[src/rtl/mem_pkg.sv]
// ============================================================================
// Module  : mem_pkg
// Brief   : Shared funct3 encodings, MEM FSM states and exception codes.
// Revision: 1.0
// ============================================================================
`default_nettype none

package mem_pkg;

  localparam logic [2:0] LB  = 3'b000;
  localparam logic [2:0] LH  = 3'b001;
  localparam logic [2:0] LW  = 3'b010;
  localparam logic [2:0] LD  = 3'b011;
  localparam logic [2:0] LBU = 3'b100;
  localparam logic [2:0] LHU = 3'b101;
  localparam logic [2:0] LWU = 3'b110;

  localparam logic [2:0] SB  = 3'b000;
  localparam logic [2:0] SH  = 3'b001;
  localparam logic [2:0] SW  = 3'b010;
  localparam logic [2:0] SD  = 3'b011;

  typedef enum logic [1:0] {
    IDLE = 2'd0,
    REQ  = 2'd1,
    WAIT = 2'd2
  } mem_state_e;

  typedef enum logic [1:0] {
    NONE     = 2'd0,
    MISALIGN = 2'd1,
    ILLEGAL  = 2'd2,
    BUS_ERR  = 2'd3
  } exc_e;

endpackage

`default_nettype wire

[src/rtl/lsu_align.sv]
// ============================================================================
// Module  : lsu_align
// Brief   : Byte-lane store shift/strobe, load extract/extend, misalign check.
// Revision: 1.0
// ============================================================================
`default_nettype none

module lsu_align
  import mem_pkg::*;
(
  input  logic [2:0]  i_acc_off,
  input  logic [2:0]  i_acc_funct3,
  input  logic [63:0] i_st_data,
  output logic [63:0] o_wdata,
  output logic [7:0]  o_wstrb,
  output logic        o_misalign,
  input  logic [2:0]  i_ld_off,
  input  logic [2:0]  i_ld_funct3,
  input  logic [63:0] i_rdata,
  output logic [63:0] o_ld_data
);

  logic [63:0] w_ld_shift;

  always_comb begin
    o_wdata    = i_st_data << {i_acc_off, 3'b000};
    o_wstrb    = 8'h00;
    o_misalign = 1'b0;
    // Size lives in funct3[1:0] for both loads and stores.
    case (i_acc_funct3[1:0])
      2'b00: begin o_wstrb = 8'h01 << i_acc_off; o_misalign = 1'b0;             end
      2'b01: begin o_wstrb = 8'h03 << i_acc_off; o_misalign = i_acc_off[0];     end
      2'b10: begin o_wstrb = 8'h0F << i_acc_off; o_misalign = |i_acc_off[1:0];  end
      default: begin o_wstrb = 8'hFF;            o_misalign = |i_acc_off;       end
    endcase
  end

  always_comb begin
    w_ld_shift = i_rdata >> {i_ld_off, 3'b000};
    case (i_ld_funct3)
      LB:      o_ld_data = {{56{w_ld_shift[7]}},  w_ld_shift[7:0]};
      LH:      o_ld_data = {{48{w_ld_shift[15]}}, w_ld_shift[15:0]};
      LW:      o_ld_data = {{32{w_ld_shift[31]}}, w_ld_shift[31:0]};
      LBU:     o_ld_data = {56'd0, w_ld_shift[7:0]};
      LHU:     o_ld_data = {48'd0, w_ld_shift[15:0]};
      LWU:     o_ld_data = {32'd0, w_ld_shift[31:0]};
      default: o_ld_data = w_ld_shift;
    endcase
  end

endmodule

`default_nettype wire

[src/rtl/mem_stage.sv]
// ============================================================================
// Module  : mem_stage
// Brief   : RV64 MEM stage: EX->MEM handshake, dmem req/gnt/rvalid, WB result.
// Revision: 1.0
// ============================================================================
`default_nettype none

module mem_stage
  import mem_pkg::*;
#(
  parameter int unsigned TIMEOUT = 16
) (
  input  logic        clk,
  input  logic        rst,
  input  logic        i_ex_valid,
  output logic        o_ex_ready,
  input  logic [63:0] i_ex_alu_result,
  input  logic [63:0] i_ex_rs2V,
  input  logic [4:0]  i_ex_rd,
  input  logic        i_ex_RegWrite,
  input  logic        i_ex_MemRead,
  input  logic        i_ex_MemWrite,
  input  logic [2:0]  i_ex_funct3,
  output logic        o_dmem_req,
  output logic        o_dmem_we,
  output logic [63:0] o_dmem_addr,
  output logic [63:0] o_dmem_wdata,
  output logic [7:0]  o_dmem_wstrb,
  input  logic        i_dmem_gnt,
  input  logic        i_dmem_rvalid,
  input  logic [63:0] i_dmem_rdata,
  output logic        o_wb_valid,
  output logic [4:0]  o_wb_rd,
  output logic        o_wb_RegWrite,
  output logic [63:0] o_wb_data,
  output logic        o_wb_exc,
  output logic [1:0]  o_wb_exc_code
);

  localparam int unsigned c_tw = $clog2(TIMEOUT + 1);
  localparam logic [c_tw-1:0] c_timer_last = c_tw'(TIMEOUT - 1);

  mem_state_e        r_state;
  logic [c_tw-1:0]   r_timer;
  logic              r_req, r_we;
  logic [63:0]       r_addr, r_wdata;
  logic [7:0]        r_wstrb;
  logic [4:0]        r_rd;
  logic              r_regwrite;
  logic [2:0]        r_f3, r_off;
  logic              r_wb_valid, r_wb_rw, r_wb_exc;
  logic [4:0]        r_wb_rd;
  logic [63:0]       r_wb_data;
  exc_e              r_wb_code;

  logic [63:0] w_wdata, w_ld_data;
  logic [7:0]  w_wstrb;
  logic        w_misalign, w_is_mem, w_illegal;

  lsu_align u_lsu_align (
    .i_acc_off    (i_ex_alu_result[2:0]),
    .i_acc_funct3 (i_ex_funct3),
    .i_st_data    (i_ex_rs2V),
    .o_wdata      (w_wdata),
    .o_wstrb      (w_wstrb),
    .o_misalign   (w_misalign),
    .i_ld_off     (r_off),
    .i_ld_funct3  (r_f3),
    .i_rdata      (i_dmem_rdata),
    .o_ld_data    (w_ld_data)
  );

  assign w_is_mem  = i_ex_MemRead | i_ex_MemWrite;
  assign w_illegal = (i_ex_MemRead & i_ex_MemWrite) |
                     (i_ex_MemRead & (i_ex_funct3 == 3'b111)) |
                     (i_ex_MemWrite & i_ex_funct3[2]);

  always_ff @(posedge clk or negedge rst) begin
    if (!rst) begin
      r_state    <= IDLE;
      r_timer    <= '0;
      r_req      <= 1'b0;
      r_we       <= 1'b0;
      r_addr     <= '0;
      r_wdata    <= '0;
      r_wstrb    <= '0;
      r_rd       <= '0;
      r_regwrite <= 1'b0;
      r_f3       <= '0;
      r_off      <= '0;
      r_wb_valid <= 1'b0;
      r_wb_rd    <= '0;
      r_wb_rw    <= 1'b0;
      r_wb_data  <= '0;
      r_wb_exc   <= 1'b0;
      r_wb_code  <= NONE;
    end else begin
      r_wb_valid <= 1'b0;
      case (r_state)
        IDLE: if (i_ex_valid) begin
          r_wb_rd <= i_ex_rd;
          if (!w_is_mem) begin
            r_wb_valid <= 1'b1;
            r_wb_rw    <= i_ex_RegWrite & (i_ex_rd != 5'd0);
            r_wb_data  <= i_ex_alu_result;
            r_wb_exc   <= 1'b0;
            r_wb_code  <= NONE;
          end else if (w_illegal || w_misalign) begin
            r_wb_valid <= 1'b1;
            r_wb_rw    <= 1'b0;
            r_wb_data  <= '0;
            r_wb_exc   <= 1'b1;
            r_wb_code  <= w_illegal ? ILLEGAL : MISALIGN;
          end else begin
            r_state    <= REQ;
            r_timer    <= '0;
            r_req      <= 1'b1;
            r_we       <= i_ex_MemWrite;
            r_addr     <= {i_ex_alu_result[63:3], 3'b000};
            r_wdata    <= i_ex_MemWrite ? w_wdata : 64'd0;
            r_wstrb    <= i_ex_MemWrite ? w_wstrb : 8'd0;
            r_rd       <= i_ex_rd;
            r_regwrite <= i_ex_RegWrite & (i_ex_rd != 5'd0);
            r_f3       <= i_ex_funct3;
            r_off      <= i_ex_alu_result[2:0];
          end
        end
        REQ: begin
          // A grant in the final allowed cycle still completes normally.
          if (i_dmem_gnt) begin
            r_req   <= 1'b0;
            r_timer <= r_timer + 1'b1;
            if (r_we) begin
              r_state    <= IDLE;
              r_wb_valid <= 1'b1;
              r_wb_rd    <= r_rd;
              r_wb_rw    <= 1'b0;
              r_wb_data  <= '0;
              r_wb_exc   <= 1'b0;
              r_wb_code  <= NONE;
            end else begin
              r_state <= WAIT;
            end
          end else if (r_timer == c_timer_last) begin
            r_state    <= IDLE;
            r_req      <= 1'b0;
            r_wb_valid <= 1'b1;
            r_wb_rd    <= r_rd;
            r_wb_rw    <= 1'b0;
            r_wb_data  <= '0;
            r_wb_exc   <= 1'b1;
            r_wb_code  <= BUS_ERR;
          end else begin
            r_timer <= r_timer + 1'b1;
          end
        end
        WAIT: begin
          r_wb_rd <= r_rd;
          if (i_dmem_rvalid) begin
            r_state    <= IDLE;
            r_wb_valid <= 1'b1;
            r_wb_rw    <= r_regwrite;
            r_wb_data  <= w_ld_data;
            r_wb_exc   <= 1'b0;
            r_wb_code  <= NONE;
          end else if (r_timer == c_timer_last) begin
            r_state    <= IDLE;
            r_wb_valid <= 1'b1;
            r_wb_rw    <= 1'b0;
            r_wb_data  <= '0;
            r_wb_exc   <= 1'b1;
            r_wb_code  <= BUS_ERR;
          end else begin
            r_timer <= r_timer + 1'b1;
          end
        end
        default: r_state <= IDLE;
      endcase
    end
  end

  assign o_ex_ready    = (r_state == IDLE);
  assign o_dmem_req    = r_req;
  assign o_dmem_we     = r_we;
  assign o_dmem_addr   = r_addr;
  assign o_dmem_wdata  = r_wdata;
  assign o_dmem_wstrb  = r_wstrb;
  assign o_wb_valid    = r_wb_valid;
  assign o_wb_rd       = r_wb_rd;
  assign o_wb_RegWrite = r_wb_rw;
  assign o_wb_data     = r_wb_data;
  assign o_wb_exc      = r_wb_exc;
  assign o_wb_exc_code = r_wb_code;

endmodule

`default_nettype wire

[config.mk]
export PLATFORM = sky130hd
export DESIGN_NAME = mem_stage
export DESIGN_NICKNAME = d
export VERILOG_FILES = /design/src/rtl/mem_pkg.sv /design/src/rtl/lsu_align.sv /design/src/rtl/mem_stage.sv
export SDC_FILE = /design/constraint.sdc
export NUM_CORES = 1
export LEC_CHECK = 0
export ABC_AREA = 1
export BUFFER_PORTS_ARGS = -buffer_cell sky130_fd_sc_hd__buf_4
export CORE_MARGIN = 2
export CORE_UTILIZATION = 50
export DETAILED_ROUTE_END_ITERATION = 6
export GPL_ROUTABILITY_DRIVEN = 0
export PLACE_DENSITY_LB_ADDON = 0.08
export SLEW_MARGIN = 20
export SYNTH_ARGS = -nofsm -noshare
export SYNTH_HDL_FRONTEND = slang
export SYNTH_SLANG_ARGS = --single-unit
[constraint.sdc]
create_clock -name clk -period 4.1 [get_ports clk]
set_input_delay 0.82 -clock clk [delete_from_list [all_inputs] [get_ports clk]]
set_output_delay 0.82 -clock clk [all_outputs]
set_load 0.02 [all_outputs]
* Word level (Yosys, flattened, before mapping)
Index checks and enable logic that the tools add are counted.
Word-level totals: register bits 228, latch bits 0, RAM bits 0, ROM bits 0, output and inout port bits 213, logic and storage cells 135, memories 0
Cells by class: add/sub/neg operators 1, multipliers 0, div/mod/pow operators 0, magnitude comparators 0, equal/unequal tests 18, shifts and indexed selects 5, muxes and demuxes 71, bitwise operators 8, reduce and logical (&&, ||, !) cells 15
Operator list (count):
- $mux 64 | 8
- $pmux 64 s6 | 1
- $pmux 64 s3 | 1
- $shl 64x6->64 | 1
- $shr 64x6->64 | 1
- $mux 5 | 10
- $mux 2 | 15
- $pmux 5 s3 | 2
- $mux 1 | 25
- $pmux 8 s3 | 1
- $eq 3x3->1 const B | 4
- $pmux 1 s3 | 4
- $pmux 2 s3 | 2
- $reduce_and 4->1 | 3
- $reduce_and 5->1 | 2
- $mux 8 | 1
- $shl 1x3->8 const A | 1
- $shl 2x3->8 const A | 1
- $shl 4x3->8 const A | 1
- $ne 2x2->1 const B | 3
- $ne 3x3->1 const B | 2
- $add 5x1->5 const B | 1
- $eq 5x4->1 const B | 1
- $reduce_bool 5->1 | 1
- 18 further kinds | 26

* Depth between registers and ports, before layout
depth after elaboration 9, depth in mapped cells 15, depth with buffers taken out 13

* By module
Synthesis repeated with hierarchy kept, for this count alone.
Second synthesis, totals: cells, all modules 2352, area, all modules 15008.1 um^2
By module, submodules not included:
- mem_stage | instances 1, cells each 1492, area each 10784.1 um^2, seq. area each 5705.5 um^2
- lsu_align | instances 1, cells each 860, area each 4224.1 um^2, seq. area each 0.0 um^2

* Worst setup path before layout
OpenSTA, ideal clock, no wires.
kind input to register, from in i_ex_funct3[0], to reg r_wdata[56] (netlist: o_dmem_wdata[56]), library setup time 121 ps, arrival 2213 ps, path slack 1766 ps, cell stages on the path 8, cells stage by stage ha_1 -> a31oi_1 -> nand4_1 -> nor2_4 -> nand2_4 -> buf_6 -> buf_6 -> a22o_1
Between the ends: cells in the longest elaborated chain, start to end 7, elaborated cells on any way between the ends 11, classes of those cells eq/ne: 3; mux: 1; bitwise: 4; reduce/logical: 3
Ends and longest elaborated chain:
- from (decl) | RTL line mem_stage.sv:23 | input logic [2:0] i_ex_funct3,
- $eq 3x3->1 | RTL line mem_stage.sv:75 | (i_ex_MemRead & (i_ex_funct3 == 3'b111)) |
- $and 1x1->1 | RTL line mem_stage.sv:75
- $or 1x1->1 | RTL line mem_stage.sv:74 | assign w_illegal = (i_ex_MemRead & i_ex_MemWrite) |
- $or 1x1->1 | RTL line mem_stage.sv:75
- $logic_or 1x1->1 * | RTL line mem_stage.sv:108 | end else if (w_illegal || w_misalign) begin
- $not 1->1 (no line) *
- $reduce_and 4->1 (no line) *
- to (signal assigned) | RTL line mem_stage.sv:120 | r_wdata <= i_ex_MemWrite ? w_wdata : 64'd0;
- to (decl) | RTL line mem_stage.sv:46 | logic [63:0] r_addr, r_wdata;
Every way passes the cells marked *; elsewhere a longest branch is shown, timed or not. A chain may end at the register's enable or synchronous reset.

* Worst setup path after layout
from in i_ex_funct3[0], to reg r_wdata[11] (netlist: o_dmem_wdata[11])
Same word-level chain as after synthesis.

==> impl_results.md <==
* Fin Setup TNS at 0 ns
* Slew Limit Fails at 0
* Synth area leader: dfrtp_1
* FP Rows at 61
* Die area at 29,160 µm²
* Ports at 421
* Cells resized by post-CTS repair at 0
* Critical Path AT at 3.59 ns
* 1st-pass router iterations at 6
* Vias in the first global route at 13.96k
* GRT Util Overall at 34.05%
* Simple-Gate Fraction of Synth Area at 27.19%
* Detailed-placement wirelength estimate at 37.19 mm
* Count of cell types in the netlist at 46
* Area share of the largest cell type after synthesis at 41.03%
* Post-synth ARST share at 100.0%
* Post-Syn Area per Cell at 7.056 µm²
* Hold-fix buffers, CTS at 0
* Warnings from Yosys at 0
* Required time of the critical path at 4.53 ns
* Number of routed nets with antenna violations at 0
* Via count at 15.35k
* Tcrit/Tclk final at 77.13%
* Top post-synthesis cells by count: 735 x nand2_1, 228 x dfrtp_1, 178 x o21ai_0
* Share of the yosys chip area belonging to registers at 41.03%
* Ys flop type: dfrtp_1
* H-tree levels at 1
* Antenna violations before repair at 1
* Core area at 27,550 µm²
* Final net count at 2,518
* Pleak at 9.161 nW
* Routed wire length at 51.44 mm
* CP Capture Type: flip-flop
* Fillers at 2,485
* DRT iter0 DRCs at 1,968
* Wire per inst at 19.07 µm
* Top-count cell post-synth: nand2_1
* Final Hold Fails at 0
* Post-DP Area at 17,000 µm²
* Post-synth EDFFs at 0
* # diodes at 0
* Vias per inst at 5.693
* XOR/XNOR Fraction of Synth Area at 0.06298%
* Status: finished clean
* Worst slew margin at 25.53%
* Worst skew pair latency at 0.55 ns
* RSZ-0062 raised after global routing: no
* Port-buffer cells at 417
* Fmax at 316.2 MHz
* Total grt overflow at 0
* Post-Synth Adder-Cell Area at 0.9897%
* Mapped Cells at 1,971
* Final setup vio count at 0
* Hold WC Path Type: in -> async
* Worst-margin pin slew at 1.116 ns
* Area contributors post-synth: dfrtp_1 41%, nand2_1 20%, o21ai_0 6.4%
* Largest net degree at the start of global routing at 114
* CTS Buffer Depth at 3
* Main combinational cell family by area after synthesis: simple AND/OR/NAND/NOR gates
* Synthesized area at 13,910 µm²
* WS Path Type: in -> reg
* Power density cells at 765.7 nW/µm²
* Share of cells above drive strength 1 at 23.07%
* Clock transition at path regs at 0.06 ns
* Setup Skew at 0.02848 ns
* Synth Area in Compound Gates at 21.92%
* Worst setup SP type: primary input
* Die Wd at 170.8 µm
* Max rail drop VDD at 501.4 µV
* Mux cell area share after synthesis at 0.7197%
* Buffer count from post-CTS setup fixing at 0
* Crit Path Max Fanout at 65
* Finished Cell Area at 17,840 µm²
* CTS buffer count at 26
* Area Growth Syn to Fin at 28.28%
* Max-cap violation count at 0
* Root Driver: clkbuf_16
* Remaining DRCs at 0
* First-pass GRT wire length at 77.71 mm
* Fin crit period at 3.162 ns
* CTS tree: done
* Initial Util at 50.47%
* Die height at 170.8 µm
* Post-synthesis register bit count at 228
* Clk sink count at 228
==> flip-flops by register name (all words and copies together) (netlist names) <==
register       flops
o_dmem_addr       61
o_dmem_req         1
o_dmem_wdata      64
o_dmem_we          1
o_dmem_wstrb       8
o_wb_RegWrite      1
o_wb_data         64
o_wb_exc           1
o_wb_exc_code      2
o_wb_rd            5
o_wb_valid         1
r_f3               3
r_off              3
r_rd               5
r_regwrite         1
r_state            2
r_timer            5
==> cell usage in the layout (no fill, tap or decap), types with 3 or more instances in the layout <==
master and instances:
inv_1 79, a21oi_1 98, o22ai_1 20, a221oi_1 8
clkinv_1 4, inv_2 9, o21ai_1 98, nor2_1 125
clkbuf_8 8, a22o_1 13, nand2_1 735, nor2_4 4
o211ai_1 18, nand3_1 75, conb_1 3, clkbuf_16 26
buf_4 440, o221ai_1 7, dfrtp_1 227, or2_2 4
o31ai_1 9, a21oi_2 16, mux2i_1 10, clkinv_2 6
a41oi_1 16, ha_1 11, a22oi_1 23, a31oi_1 7
nor3_1 4, clkbuf_1 5, o21ai_2 6, o21ai_0 178
==> power by group <==
group | switching, mW | total, mW | internal, mW
sequential | 0.746 | 3.95 | 3.20
clock | 0.979 | 2.29 | 1.32
combinational | 4.80 | 7.42 | 2.61
==> worst max-delay path, stage by stage <==
cell	delay, ns
buf_4	0.12
ha_1	0.27
a31oi_1	0.33
nand4_1	0.22
nor2_4	0.23
nand2_8	0.31
nor2_8	0.49
nand2_2	0.47
o21ai_0	0.29
==> cell families after synthesis <==
group / Yosys count
AND/OR/NAND/NOR: 958
AO/OA/AOI/OAI: 524
buffers and inverters: 238
flip-flops: 228
adder cells (fa/ha/maj): 11
multiplexers: 10
other: 1
XOR/XNOR: 1
==> per-layer routing <==
layer  up-vias  part of all wire, %  track usage (%)
met5         -                0.023                0
met4         2                  4.4            13.90
met3       124                  9.9            5.505
met2       834                   46            54.87
met1      7194                   39            45.83
li1       7200                    -                -
==> metrics by stage <==
stage | hold WS, ns | cells | worst slack, ns | total power [mW] | utilization [%]
3_3_place_gp | 0.4663 | 2649 | 0.5967 | 11.17 | 61.69
6_report | 0.3536 | 2697 | 0.9379 | 13.66 | 64.75
3_5_place_dp | 0.4671 | 2649 | 0.4425 | 11.29 | 61.69
2_1_floorplan | 0.4492 | 1973 | 1.766 | 8.491 | -
5_1_grt | 0.4288 | 2697 | 0.7370 | 14.49 | 64.75
4_1_cts | 0.4154 | 2697 | 0.9793 | 13.61 | 64.75
==> layout make-up <==
cell class	instances	area, µm²	share of cell area [%]
clock buffers	39	779.5	4.369
clock inverters	9	62.56	0.3507
inverters	93	354.1	1.985
flip-flops and latches	228	5707	31.99
repair buffers	443	3358	18.82
multi-input cells	1507	7106	39.83
well taps	378	473.0	2.651
==> worst paths after layout <==
path | start | to | slack, ns | depth (start not counted)
worst max-delay path | i_ex_funct3[0] | o_dmem_wdata[11] | 0.94 | 9
worst min-delay path | rst | o_dmem_addr[17] | 0.35 | 1
worst max register to register | r_f3[1] | o_wb_data[62] | 1.13 | 10
worst min register to register | o_dmem_addr[43] | o_dmem_addr[43] | 0.48 | 2
max in group asynchronous | rst | o_dmem_req | 2.72 | 2
min in group clk | o_dmem_addr[43] | o_dmem_addr[43] | 0.48 | 2
No activity file was read; power rests on OpenSTA's default activity.
